## config.mk

```make
export PLATFORM = sky130hd
export DESIGN_NAME = turn_signal_ctrl_flat
export DESIGN_NICKNAME = d
export VERILOG_FILES = /design/src/rtl/turn_signal_ctrl_if.sv /design/src/rtl/turn_signal_ctrl.sv /design/src/flat_wrapper.sv
export SDC_FILE = /design/constraint.sdc
export NUM_CORES = 1
export LEC_CHECK = 0
export ABC_AREA = 1
export CAP_MARGIN = 20
export CORE_MARGIN = 2
export CORE_UTILIZATION = 25
export DETAILED_ROUTE_END_ITERATION = 8
export PLACE_DENSITY = 0.41
export SLEW_MARGIN = 20
export SYNTH_ARGS = -nofsm -noshare
export SYNTH_HDL_FRONTEND = slang
export SYNTH_SLANG_ARGS = --single-unit
```

## constraint.sdc

```tcl
create_clock -name i_clk -period 3.5 [get_ports i_clk]
set_clock_uncertainty 0.05 [all_clocks]
set_input_delay 0.875 -clock i_clk [delete_from_list [all_inputs] [get_ports i_clk]]
set_output_delay 0.875 -clock i_clk [all_outputs]
set_load 0.03 [all_outputs]
```

## src/rtl/turn_signal_ctrl_if.sv

```systemverilog
// Button inputs and light-FSM request outputs of the turn-signal front end.
// The master side (car body / bench) drives the raw buttons; the slave side
// (the controller) drives the latched requests, the mode and the step enable.
interface turn_signal_ctrl_if;
  logic       i_btn_l;
  logic       i_btn_r;
  logic       i_btn_h;
  logic       o_l;
  logic       o_r;
  logic       o_step;
  logic [1:0] o_mode;

  modport master (
    output i_btn_l, i_btn_r, i_btn_h,
    input  o_l, o_r, o_step, o_mode
  );

  modport slave (
    input  i_btn_l, i_btn_r, i_btn_h,
    output o_l, o_r, o_step, o_mode
  );
endinterface

```

## src/rtl/turn_signal_ctrl.sv

```systemverilog
// Turn-signal front end: synchronises and debounces the left/right/hazard
// buttons, turns debounced presses into a mode (IDLE/LEFT/RIGHT/HAZARD) with
// toggle and priority rules, and paces the downstream light FSM with a
// one-cycle step enable every DIV cycles, restarted on every mode change.
module turn_signal_ctrl #(
  parameter int DIV       = 25_000_000,  // clk cycles per step pulse, >= 2
  parameter int DB_CYCLES = 500_000      // stable cycles to accept a level, >= 1
) (
  input  logic               i_clk,
  input  logic               i_rst,
  turn_signal_ctrl_if.slave  bus
);

  localparam int P_W = $clog2(DIV);
  localparam int C_W = $clog2(DB_CYCLES) + 1;

  localparam logic [P_W-1:0] P_LAST = P_W'(DIV - 1);
  localparam logic [C_W-1:0] C_LAST = C_W'(DB_CYCLES - 1);

  // Button lane indices inside the 3-bit vectors below.
  localparam int BTN_L = 0;
  localparam int BTN_R = 1;
  localparam int BTN_H = 2;

  typedef enum logic [1:0] {
    MODE_IDLE   = 2'b00,
    MODE_LEFT   = 2'b01,
    MODE_RIGHT  = 2'b10,
    MODE_HAZARD = 2'b11
  } mode_e;

  logic [2:0]     w_btn_raw;
  logic [2:0]     r_sync1;
  logic [2:0]     r_sync2;
  logic [2:0]     r_db_lvl;
  logic [C_W-1:0] r_db_cnt [3];
  logic [2:0]     r_press;

  mode_e          r_mode;
  mode_e          w_mode_nxt;
  logic           w_mode_chg;
  logic           r_l;
  logic           r_r;

  logic [P_W-1:0] r_presc;
  logic           r_step;

  assign w_btn_raw = {bus.i_btn_h, bus.i_btn_r, bus.i_btn_l};

  // Two-flop synchroniser per raw button.
  // NOTE: sequential state uses non-blocking assignments so every flop samples
  // pre-edge values; blocking here would collapse the two stages into one.
  always_ff @(posedge i_clk or posedge i_rst) begin
    if (i_rst) begin
      r_sync1 <= '0;
      r_sync2 <= '0;
    end else begin
      r_sync1 <= w_btn_raw;
      r_sync2 <= r_sync1;
    end
  end

  // Per-button debounce: accept a new level after DB_CYCLES stable cycles and
  // emit a one-cycle press pulse when the accepted level rises.
  // NOTE: the counter array is small control state, not a RAM, so it is reset
  // like any other register; a held button must re-qualify after reset.
  always_ff @(posedge i_clk or posedge i_rst) begin
    if (i_rst) begin
      r_db_lvl <= '0;
      r_press  <= '0;
      for (int i = 0; i < 3; i++) begin
        r_db_cnt[i] <= '0;
      end
    end else begin
      r_press <= '0;
      for (int i = 0; i < 3; i++) begin
        if (r_sync2[i] == r_db_lvl[i]) begin
          r_db_cnt[i] <= '0;
        end else if (r_db_cnt[i] == C_LAST) begin
          r_db_lvl[i] <= r_sync2[i];
          r_db_cnt[i] <= '0;
          r_press[i]  <= r_sync2[i];
        end else begin
          r_db_cnt[i] <= r_db_cnt[i] + C_W'(1);
        end
      end
    end
  end

  // Next-mode decode: hazard beats left beats right; only the winner acts.
  // NOTE: the default assignment first keeps this purely combinational; a path
  // that left w_mode_nxt unassigned would infer a latch.
  always_comb begin
    w_mode_nxt = r_mode;
    if (r_press[BTN_H]) begin
      w_mode_nxt = (r_mode == MODE_HAZARD) ? MODE_IDLE : MODE_HAZARD;
    end else if (r_press[BTN_L]) begin
      case (r_mode)
        MODE_IDLE, MODE_RIGHT: w_mode_nxt = MODE_LEFT;
        MODE_LEFT:             w_mode_nxt = MODE_IDLE;
        default:               w_mode_nxt = r_mode;  // hazard ignores L
      endcase
    end else if (r_press[BTN_R]) begin
      case (r_mode)
        MODE_IDLE, MODE_LEFT: w_mode_nxt = MODE_RIGHT;
        MODE_RIGHT:           w_mode_nxt = MODE_IDLE;
        default:              w_mode_nxt = r_mode;   // hazard ignores R
      endcase
    end
  end

  assign w_mode_chg = (w_mode_nxt != r_mode);

  // Mode register with L/R requests registered from the next-mode value so
  // they change on the same edge as the mode itself.
  always_ff @(posedge i_clk or posedge i_rst) begin
    if (i_rst) begin
      r_mode <= MODE_IDLE;
      r_l    <= 1'b0;
      r_r    <= 1'b0;
    end else begin
      r_mode <= w_mode_nxt;
      r_l    <= (w_mode_nxt == MODE_LEFT)  || (w_mode_nxt == MODE_HAZARD);
      r_r    <= (w_mode_nxt == MODE_RIGHT) || (w_mode_nxt == MODE_HAZARD);
    end
  end

  // Step prescaler: free-running in every mode, restarted (and its pending
  // wrap suppressed) on any mode change so the light pattern starts cleanly.
  always_ff @(posedge i_clk or posedge i_rst) begin
    if (i_rst) begin
      r_presc <= '0;
      r_step  <= 1'b0;
    end else if (w_mode_chg) begin
      r_presc <= '0;
      r_step  <= 1'b0;
    end else if (r_presc == P_LAST) begin
      r_presc <= '0;
      r_step  <= 1'b1;
    end else begin
      r_presc <= r_presc + P_W'(1);
      r_step  <= 1'b0;
    end
  end

  assign bus.o_l    = r_l;
  assign bus.o_r    = r_r;
  assign bus.o_step = r_step;
  assign bus.o_mode = r_mode;

endmodule

```

## src/flat_wrapper.sv

```systemverilog
// flat-port wrapper written by rule: the top's interface ports become plain ports
module turn_signal_ctrl_flat 
#(
  parameter int DIV       = 25_000_000,                                    
  parameter int DB_CYCLES = 500_000                                              
)
  (i_clk, i_rst, bus_i_btn_l, bus_i_btn_r, bus_i_btn_h, bus_o_l, bus_o_r, bus_o_step, bus_o_mode);
  turn_signal_ctrl_if bus_i ();
  input  logic i_clk;
  input  logic i_rst;
  input wire logic [$bits(bus_i.i_btn_l)-1:0] bus_i_btn_l;
  input wire logic [$bits(bus_i.i_btn_r)-1:0] bus_i_btn_r;
  input wire logic [$bits(bus_i.i_btn_h)-1:0] bus_i_btn_h;
  output wire logic [$bits(bus_i.o_l)-1:0] bus_o_l;
  output wire logic [$bits(bus_i.o_r)-1:0] bus_o_r;
  output wire logic [$bits(bus_i.o_step)-1:0] bus_o_step;
  output wire logic [$bits(bus_i.o_mode)-1:0] bus_o_mode;
  assign bus_i.i_btn_l = bus_i_btn_l;
  assign bus_i.i_btn_r = bus_i_btn_r;
  assign bus_i.i_btn_h = bus_i_btn_h;
  assign bus_o_l = bus_i.o_l;
  assign bus_o_r = bus_i.o_r;
  assign bus_o_step = bus_i.o_step;
  assign bus_o_mode = bus_i.o_mode;
  turn_signal_ctrl #(.DIV(DIV), .DB_CYCLES(DB_CYCLES)) u_core (.i_clk(i_clk), .i_rst(i_rst), .bus(bus_i));
endmodule
```

=== Word level (Yosys, flattened, before mapping) ===
Index checks and enable logic that the tools add are counted.

* Add/subtract/negate cells: 4
* Equality and inequality tests: 14
* Mux-type cells: 22
* Bitwise gates (word level): 3
* Reductions and logical operators: 8

{| class="wikitable"
|+ Operators by type and width
! kind !! count
|-
| $mux W20 || 6
|-
| $add A20 B1 Y20 const B || 3
|-
| $eq A20 B19 Y1 const B || 3
|-
| $mux W25 || 2
|-
| $add A25 B1 Y25 const B || 1
|-
| $eq A25 B25 Y1 const B || 1
|-
| $eq A2 B2 Y1 const B || 4
|-
| $mux W1 || 8
|-
| $mux W2 || 4
|-
| $pmux W2 S2 || 2
|-
| $reduce_and A2 Y1 || 3
|-
| $eq A2 B1 Y1 const B || 2
|-
| $reduce_or A2 Y1 || 2
|-
| $eq A1 B1 Y1 || 3
|-
| $not A1 Y1 || 3
|-
| $logic_not A2 Y1 || 1
|-
| $logic_or A1 B1 Y1 || 2
|-
| $ne A2 B2 Y1 || 1
|}

* Flip-flop bits (word level): 102
* Input port bits: 5
* Output and inout bits: 5
* Logic and storage cells: 65

=== Depth between registers and ports, before layout ===
Gate-level depths: netlist (run 1).

* Depth after elaboration: 8
* Mapped depth: 10
* Depth with buffers taken out: 9

=== Least setup slack after synthesis (run 1) ===
No wires, ideal clock.

* Kind: flip-flop to output port
* Start point: reg u_core.r_mode[0] (netlist: u_core.bus.o_mode[0])
* End point: out bus_o_mode[0]
* Arrival time: 0.773 ns
* Data required time: 2.575 ns
* Slack: 1.802 ns
* Cell stages (with the launch flop): 2
* Path buffers: 1
* Path through: dfrtp_1 -> buf_4

{| class="wikitable"
|+ RTL lines
! what !! line !! text
|-
| start: declaration || turn_signal_ctrl.sv:39 || <nowiki>mode_e r_mode;</nowiki>
|-
| start signal: assignment || turn_signal_ctrl.sv:122 || <nowiki>r_mode <= w_mode_nxt;</nowiki>
|-
| end: declaration || flat_wrapper.sv:17 || <nowiki>output wire logic [$bits(bus_i.o_mode)-1:0] bus_o_mode;</nowiki>
|}

No word-level cell between the ends.

=== Final worst setup path (run 1) ===
* Start point: reg u_core.r_mode[1] (netlist: u_core.bus.o_mode[1])
* End point: out bus_o_mode[1]

No word-level cell between the ends.

==> impl_metrics.toml, run 1 <==
[clock_tree]
clock-sinks = 101
cts.repair.resized = 0
cts_setup_buffers = 0
cts-root-buf = "clkbuf_16"
htreeDepth = 3
clkTransAtPathRegs_ps = 70
clock_latency_ps = 360
cts_tree = "built"
ctsHoldBuffers = 0
cts_buffers = 9
ctsLongestPathBuffers = 2

[floorplanning]
start_util_pct = 25.5
io_pins = 10
fp.dieH_um = 153
die_w_um = 153
design.core.area_um2 = 21800
rows = 54
die_area_um2 = 23400

[detailed_routing]
dr.pass1.iters = 6
top_layer = "met4"
wl_per_cell_um = 12.0
wl_met3_um = 370
routed_wirelength_um = 12600
drc = 0
viasPerCell = 4.20
vias = 4389
first_iter_violations = 215
wl_met2_um = 5560
wl_met1_um = 6500
ant_nets = 0

[synth]
yosysSeqAreaShare_pct = 45.6
synth_top_area_cell = "dfrtp_1"
synth.avg_cell_area_um2 = 7.47
synthesis.area_um2 = 5540
netlist_instances = 742
async_flop_share_pct = 100
synth-seq-cells = 101
ys_types = 29
synth_edf_count = 0
synthTopCellsByArea = "dfrtp_1 (46%), nand2_1 (12%), nor2_1 (12%), inv_1 (5.4%), nand3_1 (5.1%)"
yosysTopAreaCellShare_pct = 45.6
synthFlopType = "dfrtp_1"
yosys_warnings = 0
synth_top_cells_by_count = "nand2_1 (181), nor2_1 (181), dfrtp_1 (101)"
synth_nets = 751

[final_layout]
diodes = 0
fin_cells = 1044
final_layout_size_suffix_gt1_share_pct = 7.33
area_delta_synth_final_pct = 13.5
nNetsFinal = 768

[timing]
tightest_slew_ps = 453
slew_headroom_pct = 69.8
finalCriticalPeriod_ps = 2500
fin_crit_sh_pct = 71.3
hold_slack_ps = 301
timing.fmax_mhz = 401
setup_tns_ps = 0
report.final.slew_viol_count = 0
rsz0062_at_grt = "false"
finalHoldViolCount = 0
setup_ws_ps = 1000
setup_violations = 0

[critical_path]
path_buf_inv = 1
slowest_delay_ps = 750
path_cells = "clkdlybuf4s50_1"
crit_slowest_cell = "clkdlybuf4s50_1"
crit_required_ps = 2570
cp.arrival_ps = 1570
end_kind = "output pin"
path_max_fanout = 7
worstSetupPathType = "flip-flop to output pin"
critPathLaunchType = "flip-flop"
cp_top_family = "buffers and inverters"

[grt]
grt_overflow_total = 0
grt_pass1_vias = 4411
grt_pass1_wl_um = 21800
track_usage_pct = 11.4
antenna_found_initial = 0
grt_max_degree = 68

[outcome]
status = "finished clean"

[placement]
dp_cells = 1028
port-buffer-count = 9
place_ws_ps = 1380
dp_hpwl_um = 9350
gp_congestion = 0.774

[pwr]
p_leak_nw = 2.63
power_per_cell_area_nw_per_um2 = 366
ir_worst_vdd_v = 0.000184
total_power_mw = 2.30

[worst_hold_path]
hold_path_class = "flip-flop to flip-flop"

[job]
maxCapViolations = 0
[cell families after synthesis]
| logic type | share of synthesized area [%] |
|---|---|
| xor+xnor | 7.27 |
| simple gates | 38.6 |
| compound gates | 1.54 |
| buf+inv | 6.05 |
| flops | 45.6 |
| fa+ha+maj | 0.904 |
[stage by stage]
| step | utilization, % | cell area, um^2 |
|---|---|---|
| after floorplan | - | 5540 |
| after global placement | 27.5 | 5980 |
| after detailed placement | 27.5 | 5980 |
| after CTS | 28.9 | 6290 |
| after global routing | 28.9 | 6290 |
| final | 28.9 | 6290 |
[flip-flops by register name (all words and copies together) (netlist names)]
signal and flops:
u_core.r_sync2 3, u_core.r_press 3, u_core.r_presc 25, u_core.bus.o_step 1, u_core.r_sync1 3, u_core.bus.o_mode 2
u_core.r_db_lvl 3, u_core.r_db_cnt 60, u_core.bus.o_r 1
[final timing paths]
kind / slack, ps / end / cells past startpoint / start
min in group asynchronous: 790 / u_core.r_db_cnt[36]$_DFF_PP0_ / 2 / i_rst
min: 300 / u_core.r_sync2[2]$_DFF_PP0_ / 0 / u_core.r_sync1[2]$_DFF_PP0_
max in group asynchronous: 1960 / u_core.r_presc[19]$_DFF_PP0_ / 3 / i_rst
max: 1000 / bus_o_mode[1] / 1 / u_core.bus.o_mode[1]$_DFF_PP0_
max reg2reg: 1590 / u_core.r_db_cnt[56]$_DFF_PP0_ / 8 / u_core.r_db_cnt[40]$_DFF_PP0_
min reg2reg: 300 / u_core.r_sync2[2]$_DFF_PP0_ / 0 / u_core.r_sync1[2]$_DFF_PP0_
[area by class of cell]
type,instances,area (um^2)
repair buffers,11,118
inverters,81,308
flip-flops and latches,101,2530
clock buffers,9,225
well taps,280,350
clock inverters,7,82.6
multi-input cells,555,2680
fillers,2395,15500
[report_power, final]
group	switching (mW)	internal [mW]
clock	0.492	0.565
sequential	0.00761	1.18
combinational	0.0460	0.0160
total	0.545	1.76
[cells in the final DEF, fill, tap and decap left out, drive strengths merged, types with 2 or more instances in the layout]
cell / instances
nor2: 204
nand2: 190
dfrtp: 101
inv: 82
nand3: 59
xor2: 30
xnor2: 16
nor3: 14
nand4: 13
clkbuf: 9
clkdlybuf4s50: 9
nor3b: 7
o21ai: 7
a21oi: 4
ha: 4
clkinvlp: 3
o21bai: 3
and2: 2
clkinv: 2
buf: 2
[metal layers]
metal  global-route usage [%]  up-vias
met5                        0        -
met4                     3.09        0
met3                     2.72        9
met2                     17.8       38
met1                     16.0     2014
li1                         -     2328
No activity file was read; power rests on OpenSTA's default activity.
==> inputs of run 2 (changes only) <==
==> constraint.sdc (replaced) <==
create_clock -name i_clk -period 2 [get_ports i_clk]
set_clock_uncertainty 0.05 [all_clocks]
set_input_delay 0.5 -clock i_clk [delete_from_list [all_inputs] [get_ports i_clk]]
set_output_delay 0.5 -clock i_clk [all_outputs]
set_load 0.03 [all_outputs]
==> run 2 against run 1 <==
Effect of this change: core utilization increased by 0.22 points; global-route usage increased by 0.29 points; sequential power increased by 74%; hold slack improved by 2.5 ps; cell area increased by 0.78%; clock power increased by 64%; sequential share of layout area decreased by 0.31 points; cell count increased by 0.48%; setup slack got worse by 900 ps; flip-flop and latch count unchanged; via count increased by 0.82%; combinational power increased by 100%; largest cell class unchanged.
==> impl_metrics.toml, run 2 (synthesized netlist as in run 1, its figures left out) <==
[clock_tree]
clock_latency_ps = 360
cts_tree = "built"
cts_buffers = 9
cts-root-buf = "clkbuf_16"
ctsHoldBuffers = 0
cts.repair.resized = 3
clkTransAtPathRegs_ps = 80
ctsLongestPathBuffers = 2
cts_setup_buffers = 0
htreeDepth = 3
clock-sinks = 101

[grt]
grt_max_degree = 27
track_usage_pct = 11.7
grt_pass1_vias = 4454
grt_pass1_wl_um = 22400
antenna_found_initial = 0
grt_overflow_total = 0

[critical_path]
end_kind = "output pin"
critPathLaunchType = "flip-flop"
path_cells = "clkdlybuf4s50_1"
cp.arrival_ps = 1350
r2r_slack_ps = 300
crit_slowest_cell = "clkdlybuf4s50_1"
timing.rr.end = "u_core.r_presc[0]$_DFF_PP0_"
slowest_delay_ps = 660
crit_required_ps = 1450
r2r-start = "u_core.r_presc[0]$_DFF_PP0_"
worstSetupPathType = "flip-flop to output pin"
cp.depth = 1
path_max_fanout = 1
worst_r2r_path_depth = 8
cp_top_family = "buffers and inverters"
path_buf_inv = 1

[worst_hold_path]
hold_depth = 0
hold_path_class = "flip-flop to flip-flop"
holdPathEnd = "u_core.r_sync2[2]$_DFF_PP0_"
holdCritStartpoint = "u_core.r_sync1[2]$_DFF_PP0_"

[placement]
place_ws_ps = 257
gp_congestion = 0.776
dp_hpwl_um = 9700
port-buffer-count = 9
post_dp_cell_area_um2 = 6050
dp_cells = 1033

[final_layout]
final-seq-area_um2 = 2530
final_layout_size_suffix_gt1_share_pct = 7.80
n_fill_cell = 2425
multiInputGateArea_um2 = 2680
postLayoutCellArea_um2 = 6340
fin_cells = 1049
reg_top3 = "u_core.r_db_cnt x60, u_core.r_presc x25"
final_util_pct = 29.1
largest-register = "u_core.r_db_cnt"
final_cell_mix = "nor2_1 (181), nand2_1 (181), dfrtp_1 (101)"
diodes = 0
area_delta_synth_final_pct = 14.4
largest_reg_flops = 60
nNetsFinal = 773

[floorplanning]
fp.dieH_um = 153
die_area_um2 = 23400
design.core.area_um2 = 21800
start_util_pct = 25.5
rows = 54
die_w_um = 153
io_pins = 10

[timing]
setup_ws_ps = 103
setup_violations = 0
rsz0062_at_grt = "false"
slew_headroom_pct = 68.3
finalHoldViolCount = 0
report.final.slew_viol_count = 0
finalCriticalPeriod_ps = 1900
hold_slack_ps = 304
setup_tns_ps = 0
tightest_slew_ps = 475
fin_crit_sh_pct = 94.8
timing.fmax_mhz = 527

[detailed_routing]
dr.pass1.iters = 6
first_iter_violations = 229
wl_per_cell_um = 12.2
routed_wirelength_um = 12800
drc = 0
vias = 4425
viasPerCell = 4.22
ant_nets = 0

[pwr]
internal_power_mw = 3.00
p_switching_mw = 0.939
power_frac_seq_pct = 52.7
ir_worst_vdd_v = 0.000355
combPwrFrac_pct = 3.1
power_per_cell_area_nw_per_um2 = 621
p_leak_nw = 2.68
switching_share_pct = 23.9
total_power_mw = 3.93
pwr-share-clk_pct = 44.1

[outcome]
status = "finished clean"

[job]
maxCapViolations = 0
## run 2: cell types whose count changed in the layout (fill, tap and decap cells not counted), sizes merged
cell / previous run / this run
clkinv: 2 / 1
clkinvlp: 3 / 2
dlygate4sd2: 0 / 3
clkbuf: 9 / 11
bufinv: 1 / 0
buf: 2 / 7
inv: 82 / 83
clkdlybuf4s50: 9 / 6
## run 2: worst max-delay path by stage
| stage | from | to | slack [ps] |
|---|---|---|---|
| global route | u_core.bus.o_step$_DFF_PP0_ | bus_o_step | 50 |
| detailed placement | u_core.bus.o_mode[1]$_DFF_PP0_ | bus_o_mode[1] | 260 |
| finish | u_core.bus.o_r$_DFF_PP0_ | bus_o_r | 100 |
| global placement | u_core.bus.o_mode[1]$_DFF_PP0_ | bus_o_mode[1] | 250 |
| floorplan | i_rst | u_core.bus.o_mode[0]$_DFF_PP0_ | 250 |
| CTS | u_core.bus.o_r$_DFF_PP0_ | bus_o_r | 70 |
## run 2: power groups by stage
stage,clock [mW],sequential [mW],combinational [mW]
after floorplan,0,2.11,0.0737
after global placement,0,2.11,0.132
after detailed placement,0,2.12,0.132
after CTS,1.83,2.07,0.131
after global routing,1.90,2.08,0.146
final,1.74,2.07,0.124
## run 2: area by class of cell
type	instances	area share (%)
clock buffer	11	3.83
clock inverter	5	0.671
inverter	81	4.86
multi-input combinational	555	42.2
sequential	101	39.9
tap	280	5.53
timing repair buffer	16	2.98
## run 2: layer usage
layer / track usage [%] / share of wire (%) / vias to the layer above
li1: - / - / 2346
met3: 3.29 / 3.1 / 11
met1: 16.1 / 51 / 2027
met5: 0 / 0 / -
met4: 2.60 / 1.1 / 0
met2: 18.5 / 45 / 41
==> inputs of run 3 (changes only) <==
--- a/config.mk
+++ b/config.mk
@@ -6,11 +6,12 @@
 export NUM_CORES = 1
 export LEC_CHECK = 0
 export ABC_AREA = 1
+export ABC_CLOCK_PERIOD_IN_PS = 2000
 export CAP_MARGIN = 20
 export CORE_MARGIN = 2
-export CORE_UTILIZATION = 25
+export CORE_UTILIZATION = 57
 export DETAILED_ROUTE_END_ITERATION = 8
-export PLACE_DENSITY = 0.41
+export PLACE_DENSITY = 0.78
 export SLEW_MARGIN = 20
 export SYNTH_ARGS = -nofsm -noshare
 export SYNTH_HDL_FRONTEND = slang
==> run 3 against run 2 <==
Effect of this change: cell count down 15%; non-clock buffer count down 5; setup slack worse by 11 ps; wire length down 14%; cell area down 5.8%; clock power down 29%; flip-flop and latch count unchanged; register-to-register slack worse by 120 ps; highest routed layer unchanged.
==> impl_metrics.toml, run 3 (synthesized netlist as in run 1, its figures left out) <==
[final_layout]
largest_reg_flops = 60
postLayoutCellArea_um2 = 5970
reg_top3 = "u_core.r_db_cnt x60, u_core.r_presc x25"
area_delta_synth_final_pct = 7.77
n_fill_cell = 790
final_layout_size_suffix_gt1_share_pct = 7.21
largest-register = "u_core.r_db_cnt"
final_cell_mix = "nor2_1 (181), nand2_1 (181), dfrtp_1 (101)"
nNetsFinal = 768
diodes = 0
final_util_pct = 64.0
fin_cells = 892

[clock_tree]
clock_latency_ps = 370
clock-sinks = 101
ctsLongestPathBuffers = 2
htreeDepth = 3
cts-root-buf = "clkbuf_8"
cts_buffers = 9
clkTransAtPathRegs_ps = 100
cts_tree = "built"

[grt]
grt_overflow_total = 0
antenna_found_initial = 0
grt_max_degree = 75
grt_pass1_wl_um = 19500
grt_pass1_vias = 4554
track_usage_pct = 23.2

[placement]
dp_cells = 877
port-buffer-count = 9
gp_congestion = 0.976
place_ws_ps = 233
dp_hpwl_um = 8120
post_dp_cell_area_um2 = 5790

[detailed_routing]
dr.pass1.iters = 4
wl_per_cell_um = 12.3
first_iter_violations = 191
drc = 0
ant_nets = 0
viasPerCell = 5.11
vias = 4556
routed_wirelength_um = 11000

[timing]
timing.fmax_mhz = 524
setup_violations = 0
finalHoldViolCount = 0
fin_crit_sh_pct = 95.4
rsz0062_at_grt = "false"
hold_slack_ps = 306
slew_headroom_pct = 70.3
finalCriticalPeriod_ps = 1910
report.final.slew_viol_count = 0
setup_tns_ps = 0
setup_ws_ps = 92.0
tightest_slew_ps = 445

[critical_path]
worstSetupPathType = "flip-flop to output pin"
cp.depth = 1
crit_required_ps = 1450
r2r_slack_ps = 180
slowest_delay_ps = 660
cp_top_family = "buffers and inverters"
end_kind = "output pin"
path_cells = "clkdlybuf4s50_1"
path_buf_inv = 1
cp.arrival_ps = 1360
crit_slowest_cell = "clkdlybuf4s50_1"
critPathLaunchType = "flip-flop"
worst_r2r_path_depth = 8
path_max_fanout = 1

[floorplanning]
fp.dieH_um = 103
design.core.area_um2 = 9330
start_util_pct = 59.4
io_pins = 10
rows = 35
die_w_um = 103
die_area_um2 = 10500

[pwr]
ir_worst_vdd_v = 0.000454
power_per_cell_area_nw_per_um2 = 571
p_leak_nw = 2.60
total_power_mw = 3.41

[worst_hold_path]
hold_path_class = "flip-flop to flip-flop"
hold_depth = 0

[outcome]
status = "finished clean"

[job]
maxCapViolations = 0
run 3: cell types whose count changed in the layout (fill, tap and decap cells not counted):
cell	change
buf_4	-2
clkinvlp_4	-1
inv_6	-2
clkbuf_8	+10
buf_12	-3
clkbuf_1	-1
clkbuf_16	-9
clkinv_4	+1
clkinv_2	+1
run 3: layout make-up:
class	instances	area (um^2)	area share, %
Inverter	81	308	5.16
Multi-Input combinational cell	555	2680	44.8
Sequential cell	101	2530	42.3
Clock buffer	11	151	2.54
Tap cell	129	161	2.70
Clock inverter	4	31.3	0.524
Timing Repair Buffer	11	114	1.91
run 3: final timing paths:
check                                               from                            end
min reg2reg                  u_core.r_sync1[1]$_DFF_PP0_    u_core.r_sync2[1]$_DFF_PP0_
min in group asynchronous                          i_rst   u_core.r_db_cnt[8]$_DFF_PP0_
max                          u_core.bus.o_step$_DFF_PP0_                     bus_o_step
min                          u_core.r_sync1[1]$_DFF_PP0_    u_core.r_sync2[1]$_DFF_PP0_
max reg2reg                u_core.r_db_cnt[40]$_DFF_PP0_  u_core.r_db_cnt[56]$_DFF_PP0_
max in group asynchronous                          i_rst       u_core.bus.o_r$_DFF_PP0_
run 3: layer usage:
metal / GRT usage [%] / share of wire, %
met5: 0 / 0
met4: 8.31 / 2.4
met3: 5.29 / 4.0
met2: 39.7 / 48
met1: 29.1 / 45
run 3: timing repair:
action                     in CTS  in global routing
resized for setup               3                  0
setup buffers                   0                  0
setup endpoints to repair       3                  0
hold buffers                    0                  0
run 3: power breakdown:
| part | switching [mW] | internal [mW] | leakage [nW] |
|---|---|---|---|
| Clock | 0.706 | 0.521 | 0.0958 |
| Sequential | 0.0145 | 2.06 | 1.38 |
| Combinational | 0.0778 | 0.0284 | 1.13 |
